--- src/rtl/mem_lsu_pkg.sv ---
// mem_lsu_pkg: MIPS memory opcodes, LSU FSM states and opcode class helpers.
package mem_lsu_pkg;
  localparam logic [5:0] EXE_LB  = 6'h20;
  localparam logic [5:0] EXE_LH  = 6'h21;
  localparam logic [5:0] EXE_LW  = 6'h23;
  localparam logic [5:0] EXE_LBU = 6'h24;
  localparam logic [5:0] EXE_LHU = 6'h25;
  localparam logic [5:0] EXE_SB  = 6'h28;
  localparam logic [5:0] EXE_SH  = 6'h29;
  localparam logic [5:0] EXE_SW  = 6'h2b;
  typedef enum logic [1:0] {LSU_IDLE, LSU_BUSY, LSU_DONE} lsu_state_e;
  function automatic logic is_load(input logic [5:0] op);
    return op == EXE_LB || op == EXE_LH || op == EXE_LW || op == EXE_LBU || op == EXE_LHU;
  endfunction
  function automatic logic is_store(input logic [5:0] op);
    return op == EXE_SB || op == EXE_SH || op == EXE_SW;
  endfunction
  function automatic logic is_half(input logic [5:0] op);
    return op == EXE_LH || op == EXE_LHU || op == EXE_SH;
  endfunction
  function automatic logic is_word(input logic [5:0] op);
    return op == EXE_LW || op == EXE_SW;
  endfunction
endpackage

--- src/rtl/mem_lsu_load_ext.sv ---
// lsu_load_ext: selects the addressed byte/halfword of a load word and sign/zero-extends it.
module lsu_load_ext
  import mem_lsu_pkg::*;
(
  input  logic [5:0]  op,
  input  logic [1:0]  addr,
  input  logic [31:0] word,
  output logic [31:0] result
);
  logic [7:0]  byt;
  logic [15:0] half;
  assign byt  = word[{addr, 3'b000} +: 8];
  assign half = addr[1] ? word[31:16] : word[15:0];
  assign result = op == EXE_LB  ? {{24{byt[7]}}, byt} :
                  op == EXE_LBU ? {24'b0, byt} :
                  op == EXE_LH  ? {{16{half[15]}}, half} :
                  op == EXE_LHU ? {16'b0, half} :
                  op == EXE_LW  ? word : 32'b0;
endmodule

--- src/rtl/mem_lsu.sv ---
// mem_lsu: MEM-stage load/store unit with byte-enable memory port and ready timeout; LSU_ALIGN_CHECK_EN enables misalignment errors.
module mem_lsu
  import mem_lsu_pkg::*;
#(
  parameter int TIMEOUT = 255
) (
  input  logic        clk,
  input  logic        resetn,
  input  logic        req_valid,
  output logic        req_ready,
  input  logic [5:0]  req_op,
  input  logic [31:0] req_addr,
  input  logic [31:0] req_wdata,
  output logic        resp_valid,
  output logic [31:0] resp_rdata,
  output logic        resp_err,
  output logic        mem_en,
  output logic [3:0]  mem_wen,
  output logic [31:0] mem_addr,
  output logic [31:0] mem_wdata,
  input  logic [31:0] mem_rdata,
  input  logic        mem_ready
);
  localparam int CW = $clog2(TIMEOUT + 1);
  lsu_state_e state, state_nx;
  logic [5:0]    op_q;
  logic [31:0]   addr_q, wdata_q, rdata_q, ext;
  logic          err_q, mis, legal, busy, done, timeout;
  logic [CW-1:0] cnt;
  logic [3:0]    wen_c;
  logic [31:0]   wdata_c;
`ifdef LSU_ALIGN_CHECK_EN
  assign mis = (is_half(req_op) && req_addr[0]) || (is_word(req_op) && req_addr[1:0] != 2'b00);
`else
  assign mis = 1'b0;
`endif
  assign legal   = (is_load(req_op) || is_store(req_op)) && !mis;
  assign busy    = state == LSU_BUSY;
  assign done    = state == LSU_DONE;
  assign timeout = cnt == CW'(TIMEOUT);
  always_ff @(posedge clk or negedge resetn)
    if (!resetn) state <= LSU_IDLE;
    else state <= state_nx;
  always_comb begin
    state_nx = state;
    state_nx = state == LSU_IDLE ? (req_valid ? (legal ? LSU_BUSY : LSU_DONE) : LSU_IDLE) :
               busy ? ((mem_ready || timeout) ? LSU_DONE : LSU_BUSY) : LSU_IDLE;
  end
  always_ff @(posedge clk or negedge resetn)
    if (!resetn) begin
      op_q    <= '0;
      addr_q  <= '0;
      wdata_q <= '0;
      rdata_q <= '0;
      err_q   <= 1'b0;
      cnt     <= '0;
    end else begin
      if (state == LSU_IDLE && req_valid) begin
        op_q    <= req_op;
        addr_q  <= req_addr;
        wdata_q <= req_wdata;
        rdata_q <= '0;
        err_q   <= mis;
      end
      if (busy) begin
        cnt <= timeout ? cnt : cnt + 1'b1;
        if (mem_ready) rdata_q <= ext;
        else if (timeout) err_q <= 1'b1;
      end else cnt <= '0;
    end
  lsu_load_ext u_ext (
    .op     (op_q),
    .addr   (addr_q[1:0]),
    .word   (mem_rdata),
    .result (ext)
  );
  // Lane replication lets the memory pick the bytes it needs purely from mem_wen.
  assign wen_c   = op_q == EXE_SB ? 4'b0001 << addr_q[1:0] :
                   op_q == EXE_SH ? 4'b0011 << {addr_q[1], 1'b0} :
                   op_q == EXE_SW ? 4'b1111 : 4'b0000;
  assign wdata_c = op_q == EXE_SB ? {4{wdata_q[7:0]}} :
                   op_q == EXE_SH ? {2{wdata_q[15:0]}} :
                   op_q == EXE_SW ? wdata_q : 32'b0;
  assign req_ready  = state == LSU_IDLE;
  assign mem_en     = busy;
  assign mem_wen    = busy ? wen_c : 4'b0000;
  assign mem_addr   = busy ? {addr_q[31:2], 2'b00} : 32'b0;
  assign mem_wdata  = busy ? wdata_c : 32'b0;
  assign resp_valid = done;
  assign resp_rdata = done ? rdata_q : 32'b0;
  assign resp_err   = done && err_q;
endmodule

--- config.mk ---
export PLATFORM = sky130hd
export DESIGN_NAME = mem_lsu
export DESIGN_NICKNAME = d
export VERILOG_FILES = /design/src/rtl/mem_lsu_pkg.sv /design/src/rtl/mem_lsu_load_ext.sv /design/src/rtl/mem_lsu.sv
export SDC_FILE = /design/constraint.sdc
export NUM_CORES = 1
export LEC_CHECK = 0
export ABC_CLOCK_PERIOD_IN_PS = 6500
export CAP_MARGIN = 0
export CORE_MARGIN = 5
export CORE_UTILIZATION = 49
export DETAILED_ROUTE_END_ITERATION = 8
export PLACE_DENSITY_LB_ADDON = 0.12
export SYNTH_ARGS = -nofsm -noshare
export SYNTH_HDL_FRONTEND = slang
export SYNTH_SLANG_ARGS = --single-unit
--- constraint.sdc ---
create_clock -name clk -period 6.5 [get_ports clk]
set_input_delay 0.975 -clock clk [delete_from_list [all_inputs] [get_ports clk]]
set_output_delay 0.975 -clock clk [all_outputs]
set_load 0.05 [all_outputs]
# Yosys cells after proc, flatten, opt, wreduce, memory -nomap -nowiden
# Index checks and enable logic that the tools add are counted.
[op_classes]
reduce_logical = 11
n_bitwise = 0
n_eq_ne = 20
n_mux = 30
div = 0
n_lt_le_gt_ge = 0
n_addsub = 1
shifts = 3
mul = 0
[ops]
columns = ["op", "n"]
rows = [
  ["2-to-1 mux 32 bit", 14],
  ["equality test 6 bit, second input constant", 16],
  ["indexed part select 32 x 6 -> 8 bit", 1],
  ["2-to-1 mux 16 bit", 1],
  ["2-to-1 mux 4 bit", 4],
  ["2-to-1 mux 8 bit", 2],
  ["2-to-1 mux 2 bit", 5],
  ["adder 8 x 1 -> 8 bit, second input constant", 1],
  ["equality test 8 bit, second input constant", 1],
  ["logical OR 1 bit", 8],
  ["2-to-1 mux 1 bit", 4],
  ["<< shifter 1 x 2 -> 4 bit, first input constant", 1],
  ["<< shifter 2 x 2 -> 4 bit, first input constant", 1],
  ["equality test 2 x 1 -> 1 bit, second input constant", 1],
  ["equality test 2 bit, second input constant", 1],
  ["logical AND 1 bit", 2],
  ["zero test 2 bit", 1],
  ["!= test 2 bit, second input constant", 1],
]
[totals]
reg_bits = 113
latchBits = 0
output_inout_bits = 104
wordCells = 72
mem_bits_ro = 0
inputBits = 106
ramBits = 0
n_memories = 0

# Depth between registers and ports, before layout
[logic_depth]
ltp_word = 9
ltp_mapped = 7
mapped_depth_nobuf = 5

# Modules after synthesis
# Synthesis repeated with hierarchy kept, for this count alone.
[hier_totals]
cells_unflattened = 568
area_unflattened_um2 = 6057.1
[modules_own_cells]
columns = ["module", "area_per_inst_um2", "instances", "cells_per_inst"]
rows = [
  ["mem_lsu", 5351.4, 1, 471],
  ["lsu_load_ext", 705.7, 1, 97],
]

# Worst setup path after synthesis
# Ideal clock, no wire load.
[synth_timing]
kind = "register to output"
startpoint = "register state[1]"
endpoint = "output mem_wdata[26]"
path_buffers = 3
required_time_ns = 5.525
stages_incl_launch_ff = 8
t_arrival_ns = 2.833
setup_slack_ns = 2.692
path_cell_list = "dfrtp_1 nand2b_1 buf_2 or4_1 clkbuf_1 a21o_1 clkbuf_1 a211oi_1"
[synth_via]
elab_chain_len = 2
[synth_rtl]
columns = ["item", "line", "text"]
rows = [
  ["start, declared", "mem_lsu.sv:25", "lsu_state_e state, state_nx;"],
  ["start signal, assigned", "mem_lsu.sv:43", "else state <= state_nx;"],
  ["equality test 2 x 1 -> 1 bit", "mem_lsu.sv:38", "assign busy = state == LSU_BUSY;"],
  ["2-to-1 mux 32 bit", "mem_lsu.sv:88", "assign mem_wdata = busy ? wdata_c : 32'b0;"],
  ["end, declared", "mem_lsu.sv:20", "output logic [31:0] mem_wdata,"],
]
# No other way between the ends.

# Worst setup path after layout
[layout_timing]
startpoint = "register op_q[1]"
endpoint = "output mem_wdata[12]"
[layout_via]
elab_chain_len = 5
elab_cells_between_ends = 7
classes_between = "eq/ne: 3; mux: 4"
[layout_rtl]
columns = ["item", "line", "text"]
rows = [
  ["start, declared", "mem_lsu.sv:26", "logic [5:0] op_q;"],
  ["start signal, assigned", "mem_lsu.sv:59", "op_q <= req_op;"],
  ["equality test 6 bit", "mem_lsu.sv:83", "op_q == EXE_SW ? wdata_q : 32'b0;"],
  ["2-to-1 mux 32 bit", "mem_lsu.sv:83", ""],
  ["2-to-1 mux 32 bit", "mem_lsu.sv:82", "op_q == EXE_SH ? {2{wdata_q[15:0]}} :"],
  ["2-to-1 mux 32 bit *", "mem_lsu.sv:81", "assign wdata_c = op_q == EXE_SB ? {4{wdata_q[7:0]}} :"],
  ["2-to-1 mux 32 bit *", "mem_lsu.sv:88", ""],
]
# Every way passes the cells marked *; elsewhere a longest branch is shown, timed or not.

==> metrics.md <==
| Metric | Value |
|---|---|
| Pre-antenna DRT Iters | `5` |
| Clock Tree Buf Depth | `2` |
| Die height | `120 um` |
| Main synth FF type | `dfrtp_1` |
| First-pass GRT wire length | `29500 um` |
| CTS tree | `done` |
| Routability cong. | `0.921` |
| Area of the multi-input gates | `2840 um2` |
| Pre-CTS WS | `2.52 ns` |
| ANT nets after route | `0` |
| Vias per Instance | `5.60` |
| Startpoint types | `flop` |
| Async SR Flop Fraction | `100%` |
| DR vias | `5834` |
| Post-DP Area | `7990 um2` |
| Core Region | `11900 um2` |
| RSZ-0062 raised after global routing | `no` |
| Fmax | `226 MHz` |
| Io pins | `210` |
| Slew @ Worst Pin | `1.27 ns` |
| Global-route usage over all layers | `25.7%` |
| H-tree depth | `4` |
| Drt wl/cell | `17.7 um` |
| DRC Markers | `0` |
| # hold bufs at CTS | `0` |
| Post-layout min period | `4.43 ns` |
| Initial antenna violation count | `0` |
| Power Dens Cells | `260 nW/um2` |
| EDFF count, synth | `0` |
| XOR/XNOR share of the synthesized area | `0.296%` |
| Antenna Cells | `0` |
| Critical path buffer and inverter count | `1` |
| Vias in the first global route | `5957` |
| Hold Vio Cnt, Final | `0` |
| PortBufs | `207` |
| Worst rel slew slack | `14.4%` |
| Setup Buffers After CTS | `0` |
| Final clock skew | `0.00967 ns` |
| Root buffer cell | `clkbuf_16` |
| Kind of cell adding the most delay to the critical path | `simple AND/OR/NAND/NOR gates` |
| Row count | `40` |
| Cells after Synth | `702` |
| Pleak | `3.72 nW` |
| Worst hold path type | `flop to flop` |
| Die ar. | `14400 um2` |
| Multiplexer area fraction after synthesis | `4.40%` |
| Worst path arrival time | `3.45 ns` |
| Starting Density | `49.7%` |
| Ys Warns | `0` |
| Final period utilization | `68.1%` |
| Required @ worst endpoint | `5.52 ns` |
| GRT Residual Overflow | `0` |
| Fillers | `963` |
| Slew Viols, Final | `0` |
| TritonCTS buffer count | `17` |
| Synth Area in Simple Gates | `26.5%` |
| Slowest cell on the critical path | `nor3_1` |
| Maxcap violations | `0` |
| Largest net degree at the start of global routing | `101` |
| TNS Setup | `0 ns` |
| Finished Layout Cells | `1041` |
| Register area share after synthesis | `47.8%` |
| Peak VDD IR | `0.148 mV` |
| Worst stage delay on the critical path | `0.97 ns` |
| Crit path kind | `flop to output port` |
| Avg Cell Area, Syn | `8.43 um2` |
| Fraction of the mapped netlist area in adder cells | `0.211%` |
| Hpwl dp | `12500 um` |
| NumNets Final | `988` |
| Design area | `8560 um2` |
| Combinational family with the most area after synthesis | `simple AND/OR/NAND/NOR gates` |
| Layout cell share with drive strength beyond 1 | `6.82%` |
| Crit-path cells | `or3b_4 > nor3_1 > nand2_1 > a21oi_1 > clkdlybuf4s50_1` |
| Synth Area in Compound Gates | `16.2%` |
| CTS Sinks | `113` |
| Placed Cells | `1009` |
| Routed WL | `18400 um` |
| Synth cell types | `42` |
| Worst-path clk slew | `0.05 ns` |
| Setup Viol. Count Final | `0` |
| Worst-path fanout max | `10` |
| Die X | `120 um` |
| Clock insertion delay at the later pin of the skew report | `0.41 ns` |
| Detailed Route Iter0 Violations | `621` |
| Setup ws final | `2.07 ns` |
| Resized cells post-CTS | `0` |
| Setup crit end kind | `output port` |
| Status | `finished clean` |
| Storage cell area | `2830 um2` |
| Area grow syn2layout | `44.6%` |
| Cell Area, Synth | `5920 um2` |
| Flops & latches, synth | `113` |
-- cells by family after synthesis --
group	count (synthesis)
adder cells (fa/ha/maj)	1
other	1
flip-flops	113
XOR/XNOR	2
buffers and inverters	62
AND/OR/NAND/NOR	348
multiplexers	16
AO/OA/AOI/OAI	159
-- state kept, by name, indices dropped and copies added, names as in the netlist --
| signal | flops |
|---|---|
| wdata_q | 32 |
| rdata_q | 32 |
| state | 2 |
| err_q | 1 |
| cnt | 8 |
| addr_q | 32 |
| op_q | 6 |
-- power breakdown --
part	switching (mW)	leakage [nW]	total (mW)	internal (mW)
sequential	0.0996	1.45	0.908	0.808
combinational	0.260	2.00	0.446	0.187
clock	0.342	0.274	0.870	0.528
total	0.701	3.72	2.22	1.52
-- worst paths after layout --
path / start / endpoint / slack, ns / cells after the start
worst max-delay path: op_q[1] / mem_wdata[12] / 2.07 / 5
worst min-delay path: addr_q[15] / addr_q[15] / 0.46 / 2
worst max register to register: op_q[0] / rdata_q[0] / 3.63 / 4
worst min register to register: addr_q[15] / addr_q[15] / 0.46 / 2
max in group asynchronous: resetn / addr_q[18] / 4.65 / 2
min in group asynchronous: resetn / addr_q[23] / 0.53 / 1
-- synth_stat cells, types with 2 or more instances --
library cell,instances,area [um2]
dfrtp_1,113,2830
a32o_1,2,20.0
nand2_1,227,852
buf_4,2,15.0
a22oi_1,17,128
inv_1,8,30.0
o21ai_0,35,175
nor2b_1,4,25.0
nor3_1,12,60.1
clkbuf_1,41,154
buf_2,2,10.0
a211oi_1,18,135
mux2i_1,8,80.1
nand2b_1,2,12.5
mux4_2,8,180
buf_6,4,45.0
a21oi_2,7,61.3
buf_1,4,15.0
and4_1,2,17.5
nor2_1,17,63.8
a21oi_1,70,350
nand3_1,4,20.0
a221oi_1,3,26.3
and2_1,71,444
xnor2_1,2,17.5
a31oi_1,3,18.8
-- worst min-delay path: cells and delay by family (launching register included) --
kind | cells | cell delay, ns
DFF | 1 | 0.33
and+or+nand+nor | 2 | 0.10
-- routing by layer --
layer | global-route usage [%] | wire length [um]
met1 | 31.7 | 7150
met2 | 43.8 | 9430
met3 | 6.55 | 1460
met4 | 8.73 | 411
met5 | 0 | 0
-- cells in the final DEF, fill, tap and decap left out, types with 2 or more instances in the layout --
master             n
inv_6              2
clkinvlp_4         2
nor2_1            16
inv_1              8
xnor2_1            2
clkdlybuf4s50_1  206
mux2i_1            8
a31oi_1            3
a21oi_2            7
a22oi_1           17
a221oi_1           3
a211oi_1          17
clkbuf_16         17
a32o_1             2
conb_1             2
nor2b_1            3
nand2_1          226
and4_1             2
and2_1            70
nor3_1            12
nand3_1            4
buf_4              6
clkinv_4           7
o21ai_0           35
nand2b_1           2
clkinv_2           3
mux4_2             8
a21oi_1           70
dfrtp_1          113
-- final cells by class --
cell class	count	share of cell area, %
clock buffers	17	4.97
repair buffers	212	24.6
flip-flops and latches	113	33.0
well taps	147	2.15
multi-input cells	528	33.2
clock inverters	15	1.62
inverters	9	0.395
-- metrics by stage --
stage               utilization (%)  hold slack, ns  power, mW
finish                         71.8           0.464       2.22
global route                   71.8           0.495       2.33
CTS                            71.8           0.468       2.23
detailed placement             67.1           0.454       1.36
global placement               67.1           0.449       1.34
floorplan                         -           0.437       1.17
No activity file was read; power rests on OpenSTA's default activity.
